**src/rtl/fetch_pkg.sv**
```systemverilog
// rtl/fetch_pkg.sv - shared types and constants for the PC sequencer / fetch front end
package fetch_pkg;

  localparam int          INST_W           = 32;
  localparam logic [31:0] PC_STEP          = 32'd4;
  localparam logic [31:0] DEFAULT_RESET_PC = 32'h0000_0000;

  typedef enum logic [1:0] {
    ST_IDLE  = 2'd0,
    ST_FETCH = 2'd1,
    ST_HOLD  = 2'd2
  } fetch_state_t;

  // Branch targets are word-aligned; low bits are dropped, not faulted.
  function automatic logic [31:0] align_target(input logic [31:0] addr);
    return {addr[31:2], 2'b00};
  endfunction

endpackage

```
**src/rtl/pc_fetch_seq_if.sv**
```systemverilog
// rtl/pc_fetch_seq_if.sv - instruction memory request/ack and downstream valid/ready bundle
interface pc_fetch_seq_if;
  import fetch_pkg::*;

  logic              imem_req;
  logic [31:0]       imem_addr;
  logic              imem_ack;
  logic [INST_W-1:0] imem_rdata;
  logic              inst_valid;
  logic              inst_ready;
  logic [INST_W-1:0] inst;
  logic [31:0]       inst_pc;

  modport master (
    output imem_req, imem_addr, inst_valid, inst, inst_pc,
    input  imem_ack, imem_rdata, inst_ready
  );

  modport slave (
    input  imem_req, imem_addr, inst_valid, inst, inst_pc,
    output imem_ack, imem_rdata, inst_ready
  );

endinterface

```
**src/rtl/fetch_timer.sv**
```systemverilog
// rtl/fetch_timer.sv - request timeout counter with sticky fetch_err
module fetch_timer #(
  parameter int TIMEOUT = 16,
  parameter int CNT_W   = 5
) (
  input  logic clk,
  input  logic rst,
  input  logic clr,
  input  logic inc,
  output logic fetch_err
);

  localparam logic [CNT_W-1:0] LIMIT = CNT_W'(TIMEOUT);
  localparam logic [CNT_W-1:0] LAST  = CNT_W'(TIMEOUT - 1);

  logic [CNT_W-1:0] cnt;

  // Counter saturates at LIMIT so a long stall cannot wrap it.
  always_ff @(posedge clk or posedge rst) begin
    if (rst) begin
      cnt       <= '0;
      fetch_err <= 1'b0;
    end else if (clr) begin
      cnt <= '0;
    end else if (inc && cnt != LIMIT) begin
      cnt <= cnt + 1'b1;
      if (cnt == LAST) fetch_err <= 1'b1;
    end
  end

endmodule

```
**src/rtl/pc_fetch_seq.sv**
```systemverilog
// rtl/pc_fetch_seq.sv - PC register, fetch FSM and instruction hand-off to downstream
module pc_fetch_seq
  import fetch_pkg::*;
#(
  parameter logic [31:0] RESET_PC = DEFAULT_RESET_PC,
  parameter int          TIMEOUT  = 16,
  parameter int          CNT_W    = 5
) (
  input  logic                 clk,
  input  logic                 rst,
  input  logic                 stall,
  input  logic                 redirect,
  input  logic [31:0]          redirect_addr,
  pc_fetch_seq_if.master       bus,
  output logic                 fetch_err,
  output logic                 align_err
);

  fetch_state_t state;
  logic [31:0]  pc;
  logic         kill;
  logic [31:0]  target;
  logic         fetch_start;
  logic         timer_clr;
  logic         timer_inc;

  assign target = align_target(redirect_addr);

  // A new request launches from IDLE, or from HOLD in the same cycle the word is consumed.
  assign fetch_start = !redirect && !stall &&
                       ((state == ST_IDLE) || (state == ST_HOLD && bus.inst_ready));
  assign timer_clr   = fetch_start || (state == ST_FETCH && bus.imem_ack);
  assign timer_inc   = (state == ST_FETCH) && !bus.imem_ack;

  always_ff @(posedge clk or posedge rst) begin
    if (rst) begin
      state          <= ST_IDLE;
      pc             <= RESET_PC;
      kill           <= 1'b0;
      bus.imem_req   <= 1'b0;
      bus.imem_addr  <= RESET_PC;
      bus.inst_valid <= 1'b0;
      bus.inst       <= '0;
      bus.inst_pc    <= '0;
      align_err      <= 1'b0;
    end else begin
      if (redirect && redirect_addr[1:0] != 2'b00) align_err <= 1'b1;
      case (state)
        ST_IDLE: begin
          if (redirect) begin
            pc <= target;
          end else if (!stall) begin
            bus.imem_addr <= pc;
            bus.imem_req  <= 1'b1;
            state         <= ST_FETCH;
          end
        end
        ST_FETCH: begin
          if (bus.imem_ack) begin
            bus.imem_req <= 1'b0;
            if (!kill && !redirect) begin
              bus.inst       <= bus.imem_rdata;
              bus.inst_pc    <= bus.imem_addr;
              bus.inst_valid <= 1'b1;
              pc             <= bus.imem_addr + PC_STEP;
              state          <= ST_HOLD;
            end else begin
              kill  <= 1'b0;
              if (redirect) pc <= target;
              state <= ST_IDLE;
            end
          end else if (redirect) begin
            // Address must stay stable while req is up, so squash the reply instead.
            pc   <= target;
            kill <= 1'b1;
          end
        end
        ST_HOLD: begin
          if (bus.inst_ready || redirect) begin
            bus.inst_valid <= 1'b0;
            if (redirect) pc <= target;
            if (fetch_start) begin
              bus.imem_addr <= pc;
              bus.imem_req  <= 1'b1;
              state         <= ST_FETCH;
            end else begin
              state <= ST_IDLE;
            end
          end
        end
        default: state <= ST_IDLE;
      endcase
    end
  end

  fetch_timer #(
    .TIMEOUT (TIMEOUT),
    .CNT_W   (CNT_W)
  ) u_timer (
    .clk       (clk),
    .rst       (rst),
    .clr       (timer_clr),
    .inc       (timer_inc),
    .fetch_err (fetch_err)
  );

endmodule

```
**src/flat_wrapper.sv**
```systemverilog
// flat-port wrapper written by rule: the top's interface ports become plain ports
module pc_fetch_seq_flat import fetch_pkg::*;
#(
  parameter logic [31:0] RESET_PC = DEFAULT_RESET_PC,
  parameter int          TIMEOUT  = 16,
  parameter int          CNT_W    = 5
)
  (clk, rst, stall, redirect, redirect_addr, fetch_err, align_err, bus_imem_req, bus_imem_addr, bus_inst_valid, bus_inst, bus_inst_pc, bus_imem_ack, bus_imem_rdata, bus_inst_ready);
  pc_fetch_seq_if bus_i ();
  input  logic clk;
  input  logic rst;
  input  logic stall;
  input  logic redirect;
  input  logic [31:0] redirect_addr;
  output logic fetch_err;
  output logic align_err;
  output wire logic [$bits(bus_i.imem_req)-1:0] bus_imem_req;
  output wire logic [$bits(bus_i.imem_addr)-1:0] bus_imem_addr;
  output wire logic [$bits(bus_i.inst_valid)-1:0] bus_inst_valid;
  output wire logic [$bits(bus_i.inst)-1:0] bus_inst;
  output wire logic [$bits(bus_i.inst_pc)-1:0] bus_inst_pc;
  input wire logic [$bits(bus_i.imem_ack)-1:0] bus_imem_ack;
  input wire logic [$bits(bus_i.imem_rdata)-1:0] bus_imem_rdata;
  input wire logic [$bits(bus_i.inst_ready)-1:0] bus_inst_ready;
  assign bus_imem_req = bus_i.imem_req;
  assign bus_imem_addr = bus_i.imem_addr;
  assign bus_inst_valid = bus_i.inst_valid;
  assign bus_inst = bus_i.inst;
  assign bus_inst_pc = bus_i.inst_pc;
  assign bus_i.imem_ack = bus_imem_ack;
  assign bus_i.imem_rdata = bus_imem_rdata;
  assign bus_i.inst_ready = bus_inst_ready;
  pc_fetch_seq #(.RESET_PC(RESET_PC), .TIMEOUT(TIMEOUT), .CNT_W(CNT_W)) u_core (.clk(clk), .rst(rst), .stall(stall), .redirect(redirect), .redirect_addr(redirect_addr), .bus(bus_i), .fetch_err(fetch_err), .align_err(align_err));
endmodule
```
**config.mk**
```make
export PLATFORM = sky130hd
export DESIGN_NAME = pc_fetch_seq_flat
export DESIGN_NICKNAME = d
export VERILOG_FILES = /design/src/rtl/fetch_pkg.sv /design/src/rtl/pc_fetch_seq_if.sv /design/src/rtl/fetch_timer.sv /design/src/rtl/pc_fetch_seq.sv /design/src/flat_wrapper.sv
export SDC_FILE = /design/constraint.sdc
export NUM_CORES = 1
export LEC_CHECK = 0
export ABC_CLOCK_PERIOD_IN_PS = 4500
export BUFFER_PORTS_ARGS = -buffer_cell sky130_fd_sc_hd__buf_2
export CAP_MARGIN = 15
export CORE_MARGIN = 2
export CORE_UTILIZATION = 35
export DETAILED_ROUTE_END_ITERATION = 8
export PLACE_DENSITY = 0.69
export SLEW_MARGIN = 20
export SYNTH_ARGS = -nofsm -noshare
export SYNTH_HDL_FRONTEND = slang
export SYNTH_SLANG_ARGS = --single-unit
```
**constraint.sdc**
```tcl
create_clock -name clk -period 4.5 [get_ports clk]
set_clock_uncertainty 0.2 [all_clocks]
set_input_delay 0.45 -clock clk [delete_from_list [all_inputs] [get_ports clk]]
set_output_delay 0.45 -clock clk [all_outputs]
set_load 0.03 [all_outputs]
```
======== Word-level counts from Yosys, hierarchy flattened ========
Cells that the tools add are included.
cells by class
  $add $sub $neg .......................... 2
  $mul .................................... 0
  div/mod/pow operators ................... 0
  $lt $le $gt $ge ......................... 0
  equal/unequal tests ..................... 11
  shifts and indexed selects .............. 0
  muxes and demuxes ....................... 32
  bitwise gates (word level) .............. 1
  reductions and logical operators ........ 30
operators by type and width
  cell                                                              count
  32-bit two-way mux                                                8
  32-bit case mux with 3 select lines                               1
  32-bit case mux with 2 select lines                               1
  32-bit by 3-bit adder with 32-bit output (second input constant)  1
  1-bit two-way mux                                                 12
  2-bit inequality test (second input constant)                     6
  2-bit two-way mux                                                 5
  5-bit two-way mux                                                 2
  2-bit nonzero test                                                5
  3-bit AND reduction                                               3
  1-bit logical AND                                                 8
  4-bit AND reduction                                               2
  2-bit case mux with 3 select lines                                1
  6-bit AND reduction                                               1
  5-bit by 1-bit adder with 5-bit output (second input constant)    1
  5-bit by 4-bit == test with 1-bit output (second input constant)  1
  5-bit inequality test (second input constant)                     1
  5-bit AND reduction                                               1
  1-bit logical NOT                                                 4
  1-bit logical OR                                                  3
  1-bit case mux with 3 select lines                                1
  3-bit nonzero test                                                1
  2-bit by 1-bit == test with 1-bit output (second input constant)  1
  2-bit == test (second input constant)                             1
  5 further kinds                                                   5
storage, ports and cells
  flip-flop bits (word level) ............. 140
  bits in latches ......................... 0
  memory bits (writable) .................. 0
  memory bits (read-only) ................. 0
  bits of input ports ..................... 70
  output and inout bits ................... 100
  logic and storage cells ................. 87
  memories ................................ 0

======== Longest topological paths before layout ========
Gate-level depths: netlist of run 1.
  depth in word-level cells ............... 7
  mapped depth ............................ 8
  gate-level depth less buffers ........... 7

======== Hierarchy ========
From an unflattened synthesis of run 1, not the netlist that was laid out.
unflattened totals
  cell total of the unflattened synthesis .. 633
  area total of the unflattened synthesis .. 6,294.8 sq um
by module, submodules not included
  module        times used  cells each  area an instance (sq um)  sequential area each (sq um)
  pc_fetch_seq  1           601         5,967.0                   3,353.2
  fetch_timer   1           32          327.8                     150.1

======== Least setup slack after synthesis of run 1 ========
No wires, ideal clock.
  path kind ............................... register -> register
  start point ............................. register u_core.bus.imem_addr[3]
  end point ............................... register u_core.pc[26]
  library setup time ...................... 0.128 ns
  arrival time ............................ 2.048 ns
  data required time ...................... 4.172 ns
  slack ................................... 2.124 ns
  cell stages (with the launch flop) ...... 7
  path buffers ............................ 0
  period minus slack after synthesis ...... 2.376 ns
  cells stage by stage .................... dfrtp_1 > ha_1 > nand3_2 > or4_1 > o31a_1 > o21ai_1 > a31oi_1
between the ends
  word-level cells in the longest chain between the ends .. 4
RTL lines
  item                                      line                   text
  start: declaration                        pc_fetch_seq_if.sv:15  output imem_req, imem_addr, inst_valid, inst, inst_pc,
  start signal: assignment                  pc_fetch_seq.sv:53     bus.imem_addr <= pc;
  start signal: assignment                  pc_fetch_seq.sv:83     bus.imem_addr <= pc;
  32-bit by 3-bit adder with 32-bit output  pc_fetch_seq.sv:65     pc <= bus.imem_addr + PC_STEP;
  32-bit two-way mux                        pc_fetch_seq.sv:61     if (!kill && !redirect) begin
  32-bit two-way mux                        pc_fetch_seq.sv:59     if (bus.imem_ack) begin
  32-bit case mux with 3 select lines       pc_fetch_seq.sv:48     case (state)
  end signal: assignment                    pc_fetch_seq.sv:51     pc <= target;
  end signal: assignment                    pc_fetch_seq.sv:65
  end signal: assignment                    pc_fetch_seq.sv:69     if (redirect) pc <= target;
  end: declaration                          pc_fetch_seq.sv:20     logic [31:0] pc;
Every way passes these cells.
A chain may end at the register's enable or synchronous reset.

======== Worst setup path after layout of run 1 ========
  start point ............................. register u_core.bus.imem_addr[3]
  end point ............................... register u_core.pc[24]
Same word-level chain as after synthesis.

==> out/results.md, run 1 <==
| Item | Value |
|---|---|
| 1st-pass router iterations | 5 |
| Quantity of I/O buffers inserted on ports | 169 |
| Die area | 0.0186 sq mm |
| Overall power of the completed layout | 5.47 mW |
| Number of instances in the synthesized netlist | 626 |
| Die boundary height | 136 microns |
| Share of total power in sequential cells | 0.376 |
| Worst reg2reg setup slack | 1950 ps |
| Pin count of the biggest net entering global routing | 93 |
| Vias after detailed routing | 5057 |
| Master cell of the clock root buffer | sky130_fd_sc_hd__clkbuf_16 |
| Maximum achievable frequency | 392 MHz |
| Critical path origin | u_core.bus.imem_addr[3] |
| Core Rows | 48 |
| Max VDD drop | 0.295 mV |
| Cell types occupying the most area after synthesis | sky130_fd_sc_hd__dfrtp_1 57%, sky130_fd_sc_hd__nand2_1 13%, sky130_fd_sc_hd__mux2_2 5.9% |
| Launch instance of the worst register-to-register path | u_core.bus.imem_addr[3] |
| Worst min-delay path category | in2async |
| Total wire length | 16100 microns |
| Fraction of layout instances using a drive strength above 1 | 0.313 |
| CTS Sinks | 140 |
| Post-Route Setup TNS | 0 ps |
| Min Tclk post-route | 2550 ps |
| Final layout net count | 863 |
| Post-DP HPWL | 10800 microns |
| Worst max-slew margin expressed relative to the limit | 0.312 |
| Number of top-level pins | 170 |
| Vias in the first global route | 4914 |
| Power Density | 694 mW/mm^2 |
| Internal | 3.28 mW |
| Simple-gate portion of the synthesized area | 0.210 |
| DR WL/cell | 15.7 microns |
| Fin util | 0.457 |
| Signal arrival time at the worst endpoint | 2680 ps |
| Final number of setup-violating endpoints | 0 |
| Dominant combinational cell family by area after synthesis | simple AND/OR/NAND/NOR gates |
| Max-cap viol count | 0 |
| Number of enable flip-flop cells after synthesis | 0 |
| Synthesized-area fraction occupied by xor and xnor cells | 0.0400 |
| Nets in the synthesized netlist | 700 |
| Maximum buffer depth of the clock tree | 2 |
| Status | complete, no violations |
| Final-report hold violation count | 0 |
| Top flip-flop cell by instance count after synthesis | sky130_fd_sc_hd__dfrtp_1 |
| Capturing element type of the critical path | flop |
| P&R area growth vs syn | 28.5% |
| Leakage power | 3.94 nW |
| Core region area | 0.0172 sq mm |
| Area leader, netlist | sky130_fd_sc_hd__dfrtp_1 |
| Starting DRC count in detailed routing | 300 |
| Share of the yosys chip area belonging to registers | 0.571 |
| Part of the power in the clock network | 0.285 |
| Overall global routing resource usage | 0.176 |
| Crit Path Max Fanout | 7 |
| Number of pins with negative max-slew slack in the final report | 0 |
| Clock tree from TritonCTS | yes |
| Number of antenna violations at the first check in global routing | 1 |
| Classification of the worst setup path | reg2reg |
| Mean instance size in the synthesized netlist | 9.80 sq um |
| Vias per inst | 4.91 |
| Required time worst endpoint | 4630 ps |
| Source-to-sink clock delay at the later pin of the worst-skew pair | 430 ps |
| Least-Margin Pin Slew | 1030 ps |
| Synthesized-area fraction occupied by ao, oa, aoi and oai cells | 0.0828 |
| Antenna violation net count after detailed routing | 0 |
| Power dissipated by switching net loads | 2.19 mW |
| Die width | 136 microns |
| First-pass GRT wire length | 25200 microns |
| DRC | 0 |
| Final period util | 0.567 |
| Number of buffers inserted to repair setup after CTS | 0 |
| Routability-driven placement congestion ratio | 0.777 |
| Level count of the clock H-tree | 4 |
| Proportion of synthesized flip-flops having asynchronous set or reset | 1.00 |
| Post-Syn Area | 0.00614 sq mm |
| Worst-case reg-to-reg path depth | 6 |
| RSZ-0062 raised after global routing | no |
| Initial core utilization | 0.356 |
| FF+latch count, synth | 140 |
| Post-synth top area share | 0.571 |
| Number of warnings printed during yosys synthesis | 0 |
| Overflow left after global routing | 0 |
| Critical register-to-register path endpoint | u_core.pc[24] |
| Adder-cell share of the synthesized area | 0.00816 |
| Kind of launch point of the worst setup path | flop |
| Gate power share | 0.339 |
| Switching power as a share of total power | 0.400 |
| Cell variety after synth | 46 |
| Multiplexer share of the synthesized area | 0.0604 |
| TritonCTS Buffers | 17 |
| Clock-pin slew reported for the worst setup and hold paths after clock tree synthesis | 60 ps |
## Yosys cell counts (2+ instances only)
cell	count
sky130_fd_sc_hd__xor2_1	16
sky130_fd_sc_hd__a211oi_1	3
sky130_fd_sc_hd__and4_1	2
sky130_fd_sc_hd__o21ai_0	23
sky130_fd_sc_hd__o22ai_1	11
sky130_fd_sc_hd__xnor2_1	12
sky130_fd_sc_hd__dfrtp_1	140
sky130_fd_sc_hd__mux2_2	32
sky130_fd_sc_hd__inv_1	9
sky130_fd_sc_hd__a21oi_1	14
sky130_fd_sc_hd__nand2b_1	3
sky130_fd_sc_hd__o21ai_1	2
sky130_fd_sc_hd__a22oi_1	10
sky130_fd_sc_hd__nor2_1	30
sky130_fd_sc_hd__nor3_1	7
sky130_fd_sc_hd__nand4_1	12
sky130_fd_sc_hd__o21a_1	3
sky130_fd_sc_hd__nand2_1	215
sky130_fd_sc_hd__a21o_1	2
sky130_fd_sc_hd__clkbuf_1	26
sky130_fd_sc_hd__o31ai_1	2
sky130_fd_sc_hd__nand3_1	11
sky130_fd_sc_hd__ha_1	4
sky130_fd_sc_hd__buf_2	8
sky130_fd_sc_hd__nor4_2	2
sky130_fd_sc_hd__a31oi_1	7
## flip-flops by register name, summed over array words and instances, names as in the netlist
register and count:
u_core.bus.inst_pc 32, u_core.u_timer.fetch_err 1, u_core.pc 32, u_core.bus.imem_req 1
u_core.bus.inst_valid 1, u_core.align_err 1, u_core.bus.imem_addr 32, u_core.state 2
u_core.bus.inst 32, u_core.u_timer.cnt 5, u_core.kill 1
## per-layer routing
| layer | vias up | GRT usage | share of wire |
|---|---|---|---|
| li1 | 2437 | - | - |
| met5 | - | 0 | 0 |
| met4 | 0 | 0.0747 | 0.023 |
| met3 | 24 | 0.0391 | 0.049 |
| met1 | 2459 | 0.228 | 0.44 |
| met2 | 137 | 0.283 | 0.49 |
## cell type report
type / count / area [sq um]
Tap cell: 225 / 282
Clock inverter: 10 / 186
Fill cell: 1625 / 9350
Clock buffer: 22 / 474
Inverter: 9 / 38.8
Multi-Input combinational cell: 443 / 2480
Timing Repair Buffer: 178 / 918
Sequential cell: 140 / 3500
Antenna cell: 2 / 5.00
## power by group through the flow
stage | clock, mW | sequential [mW] | combinational (mW)
finish | 1.56 | 2.06 | 1.86
detailed placement | 0 | 2.08 | 1.87
global route | 1.64 | 2.13 | 2.00
CTS | 1.59 | 2.06 | 1.88
floorplan | 0 | 2.75 | 0.566
global placement | 0 | 2.07 | 1.84
## stage by stage
step	hold slack, ps	setup WS (ps)	std cells	instance area, sq um
2_1_floorplan	260	97.1	626	6140
3_5_place_dp	250	1950	993	7200
4_1_cts	1.23	1920	1027	7880
3_3_place_gp	253	1980	993	7200
6_report	2.77	1950	1029	7890
5_1_grt	9.50	1730	1027	7880
## cell usage in the layout (no fill, tap or decap), types with 4 or more instances in the layout
master	instances
sky130_fd_sc_hd__nand2_1	214
sky130_fd_sc_hd__buf_2	169
sky130_fd_sc_hd__dfrtp_1	140
sky130_fd_sc_hd__mux2_2	32
sky130_fd_sc_hd__nor2_1	30
sky130_fd_sc_hd__o21ai_0	23
sky130_fd_sc_hd__clkbuf_16	17
sky130_fd_sc_hd__xor2_1	16
sky130_fd_sc_hd__a21oi_1	13
sky130_fd_sc_hd__xnor2_1	12
sky130_fd_sc_hd__nand4_1	12
sky130_fd_sc_hd__o22ai_1	11
sky130_fd_sc_hd__nand3_1	11
sky130_fd_sc_hd__a22oi_1	10
sky130_fd_sc_hd__inv_1	8
sky130_fd_sc_hd__a31oi_1	7
sky130_fd_sc_hd__buf_4	7
sky130_fd_sc_hd__nor3_1	6
sky130_fd_sc_hd__bufinv_16	5
sky130_fd_sc_hd__ha_1	4
## cells by family after synthesis
logic type | Yosys count
AO/OA/AOI/OAI | 82
AND/OR/NAND/NOR | 296
XOR/XNOR | 28
multiplexers | 33
adder cells (fa/ha/maj) | 4
flip-flops | 140
buffers and inverters | 43
## worst max-delay path by stage
stage,to,slack (ps),depth (start not counted)
final,u_core.pc[24],1950,6
after global routing,u_core.pc[24],1730,6
after CTS,u_core.pc[28],1920,6
after detailed placement,u_core.pc[28],1950,6
after global placement,u_core.pc[28],1980,6
after floorplan,u_core.align_err,100,1
## critical path, stage by stage, from the launching register on
cell and delay [ps]:
sky130_fd_sc_hd__dfrtp_1 490, sky130_fd_sc_hd__ha_1 260, sky130_fd_sc_hd__nand3_2 190, sky130_fd_sc_hd__nor4_2 690
sky130_fd_sc_hd__nand3_1 190, sky130_fd_sc_hd__xor2_1 190, sky130_fd_sc_hd__a211oi_1 240
## timing repair
action	in CTS	in global routing
gates resized for setup	0	0
hold buffers	2	0
endpoints found under the setup margin	0	0
hold endpoints to repair	2	0
No activity file was read; power rests on OpenSTA's default activity.
==> run 2, diff against run 1 <==
Settings changed: ABC_CLOCK_PERIOD_IN_PS 4500 to 2400, PLACE_DENSITY 0.69 to 0.67.
Clock period 4.5 ns to 2.4 ns, I/O delays scaled along.
==> run 2 against run 1 <==
  * Clock power rose by 72%
  * Fmax rose by 14%
  * Count of clock-buffer cells in the layout rose by 2
  * Via count rose by 4.4%
  * Global-route usage rose by 1.1 points
  * Critical path type unchanged
  * Critical endpoint is now u_core.pc[26]
  * Largest power group unchanged
  * Highest routed layer unchanged
==> out/results.md, run 2 (synthesis gave the netlist of run 1 again) <==
| Item | Value | Change |
|---|---|---|
| Status | complete, no violations |  |
| Most used routing layer in global routing | met2 |  |
| Final number of setup-violating endpoints | 0 | unchanged |
| Worst max-slew margin expressed relative to the limit | 0.728 | +0.416 |
| Clock-pin slew reported for the worst setup and hold paths after clock tree synthesis | 60 ps | about the same |
| Die area | 0.0186 sq mm | unchanged |
| Final cell count without fillers | 1104 | +7.3% |
| Met2 usage in global routing | 0.293 | +0.0101 |
| Capturing element type of the critical path | flop |  |
| Register area | 0.00350 sq mm | unchanged |
| Routability-driven placement congestion ratio | 0.831 | +7.0% |
| Final standard cell area without fillers | 0.00864 sq mm | +9.5% |
| Classification of the worst setup path | reg2reg |  |
| Overflow left after global routing | 0 | unchanged |
| Maximum buffer depth of the clock tree | 2 | unchanged |
| Final-report hold violation count | 0 | unchanged |
| Post-Route Setup TNS | 0 ps | unchanged |
| Most common cell after layout, fill and taps aside | sky130_fd_sc_hd__nand2_1 |  |
| Number of hold-repair buffers added at the cts stage | 67 | +65 |
| Post-DP HPWL | 11200 microns | +3.4% |
| Vias after detailed routing | 5278 | +4.4% |
| Kind of launch point of the worst setup path | flop |  |
| Total wire length | 17000 microns | +5.1% |
| Number of buffers inserted to repair setup after CTS | 0 | unchanged |
| Least-Margin Pin Slew | 403 ps | -629 ps |
| Placed Instance Area | 0.00737 sq mm | +2.4% |
| Global routing usage on met1 | 0.252 | +0.0238 |
| Multi-input gate area in the final layout | 0.00248 sq mm | unchanged |
| Number of top-level pins | 170 | unchanged |
| Vias in the first global route | 5180 | +5.4% |
| Maximum achievable frequency | 446 MHz | +14% |
| Worst min-delay path category | in2reg |  |
| CP peak stage delay | 610 ps | -80 ps |
| Filler instances | 1574 | -3.1% |
| Number of pins with negative max-slew slack in the final report | 0 | unchanged |
| Initial core utilization | 0.356 | unchanged |
| Die boundary height | 136 microns | unchanged |
| Source-to-sink clock delay at the later pin of the worst-skew pair | 420 ps | about the same |
| Pin count of the biggest net entering global routing | 54 | -42% |
| First-pass GRT wire length | 27100 microns | +7.2% |
| P&R area growth vs syn | 40.7% |  |
| Required time worst endpoint | 2490 ps | -2140 ps |
| Total instance count after detailed placement | 1006 | +1.3% |
| Max-cap viol count | 0 | unchanged |
| Number of antenna violations at the first check in global routing | 0 | -1 |
| Max VDD drop | 0.589 mV | +100% |
| Ant. Diodes | 0 | -2 |
| Resized Gates After CTS | 0 | unchanged |
| Antenna violation net count after detailed routing | 0 | unchanged |
| TritonCTS Buffers | 17 | unchanged |
| 1st-pass router iterations | 5 | unchanged |
| Signal arrival time at the worst endpoint | 2330 ps | -350 ps |
| Die width | 136 microns | unchanged |
| Met3 layer usage reported by global route | 0.0406 | +0.00149 |
| Core Rows | 48 | unchanged |
| Final layout net count | 941 | +9.0% |
| Quantity of I/O buffers inserted on ports | 169 | unchanged |
| Leakage power | 4.28 nW | +8.5% |
| DR WL/cell | 15.4 microns | -2.0% |
| Core region area | 0.0172 sq mm | unchanged |
| Final period util | 0.935 | +0.368 |
| DRC | 0 | unchanged |
| CP max stage cell | sky130_fd_sc_hd__or4_1 |  |
| Clock tree from TritonCTS | yes |  |
| Ordered list of cells on the worst path | ha_1 > nand3_2 > or4_1 > o31a_1 > o21ai_1 > a31oi_1 |  |
| RSZ-0062 raised after global routing | no |  |
| Starting DRC count in detailed routing | 342 | +14% |
| Master cell of the clock root buffer | sky130_fd_sc_hd__clkbuf_16 |  |
| CTS Sinks | 140 | unchanged |
| Crit Path Max Fanout | 6 | -1 |
| Overall power of the completed layout | 10.2 mW | +86% |
| Power Density | 1180 mW/mm^2 | +70% |
| Leading cell types in the layout, fill and taps excluded | 214 x sky130_fd_sc_hd__nand2_1, 169 x sky130_fd_sc_hd__buf_2, 140 x sky130_fd_sc_hd__dfrtp_1 |  |
| Vias per inst | 4.78 | -2.7% |
| Min Tclk post-route | 2240 ps | -307 ps |
| Level count of the clock H-tree | 4 | unchanged |
| Fraction of layout instances using a drive strength above 1 | 0.297 | -0.0160 |
| Overall global routing resource usage | 0.186 | +0.0108 |
==> run 2: cell types whose count changed in the layout (fill, tap and decap cells not counted), sizes merged <==
| cell | change |
|---|---|
| buf | +13 |
| bufinv | -2 |
| clkbuf | +2 |
| clkinv | +1 |
| clkinvlp | -1 |
| diode | -2 |
| dlygate4sd3 | +65 |
| inv | -1 |
==> run 2: cell type report <==
class                           instances  share of cell area
Tap cell                              225              0.0326
Clock inverter                          7              0.0130
Multi-Input combinational cell        443               0.287
Sequential cell                       140               0.406
Inverter                                9             0.00435
Clock buffer                           24              0.0558
Timing Repair Buffer                  256               0.202
==> run 2: critical path, delay by kind of cell (launching register included) <==
kind,cells,cell delay [ps]
DFF,1,350
adders and majority gates,1,210
and+or+nand+nor,2,780
AOI/OAI and AO/OA,3,570
==> run 2: through the flow <==
step	hold slack, ps	worst slack (ps)	utilization
after floorplan	137	23.7	-
after global placement	192	250	0.428
after detailed placement	191	179	0.428
after CTS	27.5	163	0.501
after global routing	63.6	45.4	0.501
final	39.2	156	0.501
==> run 2: final timing paths <==
kind | from | end | slack, ps | cells after the start
max | u_core.bus.imem_addr[2] | u_core.pc[26] | 160 | 6
min | redirect | u_core.state[1] | 40 | 2
max reg2reg | u_core.bus.imem_addr[2] | u_core.pc[26] | 160 | 6
min reg2reg | u_core.bus.inst[28] | u_core.bus.inst[28] | 270 | 2
max in group asynchronous | rst | u_core.bus.imem_addr[16] | 1410 | 4
min in group asynchronous | rst | u_core.bus.inst[31] | 310 | 4
==> run 2: where the power goes <==
group | internal, mW | switching, mW | leakage, nW
Clock | 1.71 | 0.969 | 0.290
Sequential | 3.16 | 0.654 | 1.72
Combinational | 1.20 | 2.49 | 2.27
==> run 2: routing by layer <==
layer  part of all wire  vias to the layer above
li1                   -                     2587
met1               0.45                     2523
met2               0.48                      142
met3              0.042                       26
met4              0.021                        0
met5                  0                        -
==> run 3, diff against run 2 <==
--- a/config.mk
+++ b/config.mk
@@ -11,4 +11,5 @@
 export CORE_MARGIN = 2
 export CORE_UTILIZATION = 35
+export CTS_CLUSTER_DIAMETER = 100
 export DETAILED_ROUTE_END_ITERATION = 8
 export PLACE_DENSITY = 0.67
==> constraint.sdc (replaced) <==
create_clock -name clk -period 2.4 [get_ports clk]
set_clock_uncertainty 0.2 [all_clocks]
set_input_delay 0.72 -clock clk [delete_from_list [all_inputs] [get_ports clk]]
set_output_delay 0.72 -clock clk [all_outputs]
set_load 0.03 [all_outputs]
==> run 3 against run 2 <==
  * First-iteration DRC count shrank 6.4%
  * Power grew 0.87%
  * Largest power group is now combinational cells
  * Fmax grew 2.7%
  * Largest cell class unchanged
  * Global-route usage shrank 0.53 points
  * Critical path type unchanged
==> out/results.md, run 3 (synthesis gave the netlist of run 1 again) <==
| Item | Value | Change |
|---|---|---|
| Overflow left after global routing | 0 | unchanged |
| CP peak stage delay | 590 ps | -20 ps |
| Ordered list of cells on the worst path | nand4_4 > or4_1 > o31a_1 > o21ai_1 > a31oi_1 |  |
| Worst slack at placement | 184 ps | +5.24 ps |
| Pin count of the biggest net entering global routing | 61 | +13% |
| Total wire length | 16300 microns | -4.0% |
| Maximum buffer depth of the clock tree | 2 | unchanged |
| Setup ws final | 214 ps | +58.0 ps |
| Final layout net count | 892 | -5.2% |
| Fraction of layout instances using a drive strength above 1 | 0.342 | +0.0448 |
| Min Tclk post-route | 2190 ps | -58.0 ps |
| Clock tree from TritonCTS | yes |  |
| Clock-pin slew reported for the worst setup and hold paths after clock tree synthesis | 60 ps | about the same |
| Core Rows | 48 | unchanged |
| Number of top-level pins | 170 | unchanged |
| DRC | 0 | unchanged |
| Maximum achievable frequency | 458 MHz | +2.7% |
| Starting DRC count in detailed routing | 320 | -6.4% |
| Max-cap viol count | 0 | unchanged |
| Classification of the worst setup path | reg2reg |  |
| Leading cell types in the layout, fill and taps excluded | 214 x sky130_fd_sc_hd__nand2_1, 169 x sky130_fd_sc_hd__buf_2, 140 x sky130_fd_sc_hd__dfrtp_1 |  |
| Power Density | 1260 mW/mm^2 | +7.0% |
| Number of buffers inserted to repair setup after CTS | 0 | unchanged |
| Number of hold-repair buffers added at the cts stage | 0 | -100% |
| Internal | 6.11 mW | +0.72% |
| First-pass GRT wire length | 26200 microns | -3.4% |
| Final standard cell area without fillers | 0.00814 sq mm | -5.7% |
| Worst max-slew margin expressed relative to the limit | 0.739 | +0.0108 |
| Vias in the first global route | 5081 | -1.9% |
| Capturing element type of the critical path | flop |  |
| Hold slack | 91.3 ps | +52.1 ps |
| Worst min-delay path category | in2async |  |
| Total instance count after detailed placement | 1024 | +1.8% |
| Vias per inst | 4.81 | +0.71% |
| Post-Route Setup TNS | 0 ps | unchanged |
| Source-to-sink clock delay at the later pin of the worst-skew pair | 420 ps | about the same |
| Share of total power in sequential cells | 0.364 | -0.010 |
| Level count of the clock H-tree | 4 | unchanged |
| TritonCTS Buffers | 17 | unchanged |
| P&R area growth vs syn | 32.7% |  |
| Master cell of the clock root buffer | sky130_fd_sc_hd__clkbuf_16 |  |
| Number of pins with negative max-slew slack in the final report | 0 | unchanged |
| Antenna violation net count after detailed routing | 0 | unchanged |
| DR WL/cell | 15.4 microns | +0.30% |
| Die area | 0.0186 sq mm | unchanged |
| Initial core utilization | 0.356 | unchanged |
| Gate power share | 0.366 | +0.003 |
| Routability-driven placement congestion ratio | 0.801 | -3.6% |
| Number of antenna violations at the first check in global routing | 1 | +1 |
| Power dissipated by switching net loads | 4.16 mW | +1.1% |
| Overall global routing resource usage | 0.181 | -0.00532 |
| Crit Path Max Fanout | 7 | +1 |
| Final period util | 0.911 | -0.0242 |
| RSZ-0062 raised after global routing | no |  |
| Vias after detailed routing | 5089 | -3.6% |
| Required time worst endpoint | 2500 ps | about the same |
| Part of the power in the clock network | 0.270 | +0.007 |
| Overall power of the completed layout | 10.3 mW | +0.87% |
| Max VDD drop | 0.550 mV | -6.6% |
| Resized Gates After CTS | 0 | unchanged |
| Most common cell after layout, fill and taps aside | sky130_fd_sc_hd__nand2_1 |  |
| Switching power as a share of total power | 0.405 | +0.000875 |
| Signal arrival time at the worst endpoint | 2280 ps | -50 ps |
| CTS Sinks | 140 | unchanged |
| CP max stage cell | sky130_fd_sc_hd__or4_1 |  |
| Die width | 136 microns | unchanged |
| Status | complete, no violations |  |
| Quantity of I/O buffers inserted on ports | 169 | unchanged |
| Final cell count without fillers | 1057 | -4.3% |
| 1st-pass router iterations | 4 | -1 |
| Leakage power | 4.10 nW | -4.3% |
| Core region area | 0.0172 sq mm | unchanged |
| Post-DP HPWL | 11400 microns | +2.3% |
| Final number of setup-violating endpoints | 0 | unchanged |
| Placed Instance Area | 0.00752 sq mm | +2.0% |
| Die boundary height | 136 microns | unchanged |
| Kind of launch point of the worst setup path | flop |  |
| Fin util | 0.472 | -0.0286 |
| Final-report hold violation count | 0 | unchanged |
| Least-Margin Pin Slew | 391 ps | -11.5 ps |
==> run 3: changes by cell type in the layout (fill, tap and decap cells not counted), sizes merged <==
cell / delta
clkbuf: -7
clkinvlp: +3
buf: +18
clkinv: +2
bufinv: +1
inv: +2
diode: +1
dlygate4sd3: -67
==> run 3: path summary, 6_finish.rpt <==
path                       slack, ps                        to                      from  cells past startpoint
min                               90          u_core.align_err                       rst                      2
min in group clk                 260  u_core.u_timer.fetch_err  u_core.u_timer.fetch_err                      1
max                              210             u_core.pc[26]   u_core.bus.imem_addr[7]                      5
max in group asynchronous       1260    u_core.bus.inst_pc[29]                       rst                      3
min reg2reg                      260  u_core.u_timer.fetch_err  u_core.u_timer.fetch_err                      1
max reg2reg                      210             u_core.pc[26]   u_core.bus.imem_addr[7]                      5
==> run 3: critical path: cells and delay by family, from the launching register on <==
| kind | cells | cell delay (ps) |
|---|---|---|
| AO/OA/AOI/OAI | 3 | 550 |
| flip-flops | 1 | 510 |
| AND/OR/NAND/NOR | 2 | 790 |
==> run 3: power groups by stage <==
| stage | Sequential, mW | Combinational (mW) | Clock (mW) |
|---|---|---|---|
| after floorplan | 5.15 | 1.06 | 0 |
| after global placement | 3.76 | 3.74 | 0 |
| after detailed placement | 3.77 | 3.80 | 0 |
| after CTS | 3.74 | 3.81 | 2.84 |
| after global routing | 3.87 | 4.06 | 2.93 |
| final | 3.74 | 3.76 | 2.77 |
==> run 3: metal layers <==
metal | part of all wire | wire (microns) | global-route usage | vias to the layer above
met3 | 0.046 | 743 | 0.0388 | 14
li1 | - | - | - | 2494
met2 | 0.48 | 7830 | 0.277 | 118
met4 | 0.015 | 248 | 0.0758 | 0
met1 | 0.46 | 7480 | 0.249 | 2463
met5 | 0 | 0 | 0 | -
==> run 3: cell type report <==
cell class / count / area, sq um
flip-flops and latches: 140 / 3500
multi-input cells: 443 / 2480
clock buffers: 17 / 425
inverters: 9 / 37.5
well taps: 225 / 282
repair buffers: 207 / 1220
diodes: 1 / 2.50
fillers: 1635 / 9090
clock inverters: 15 / 196
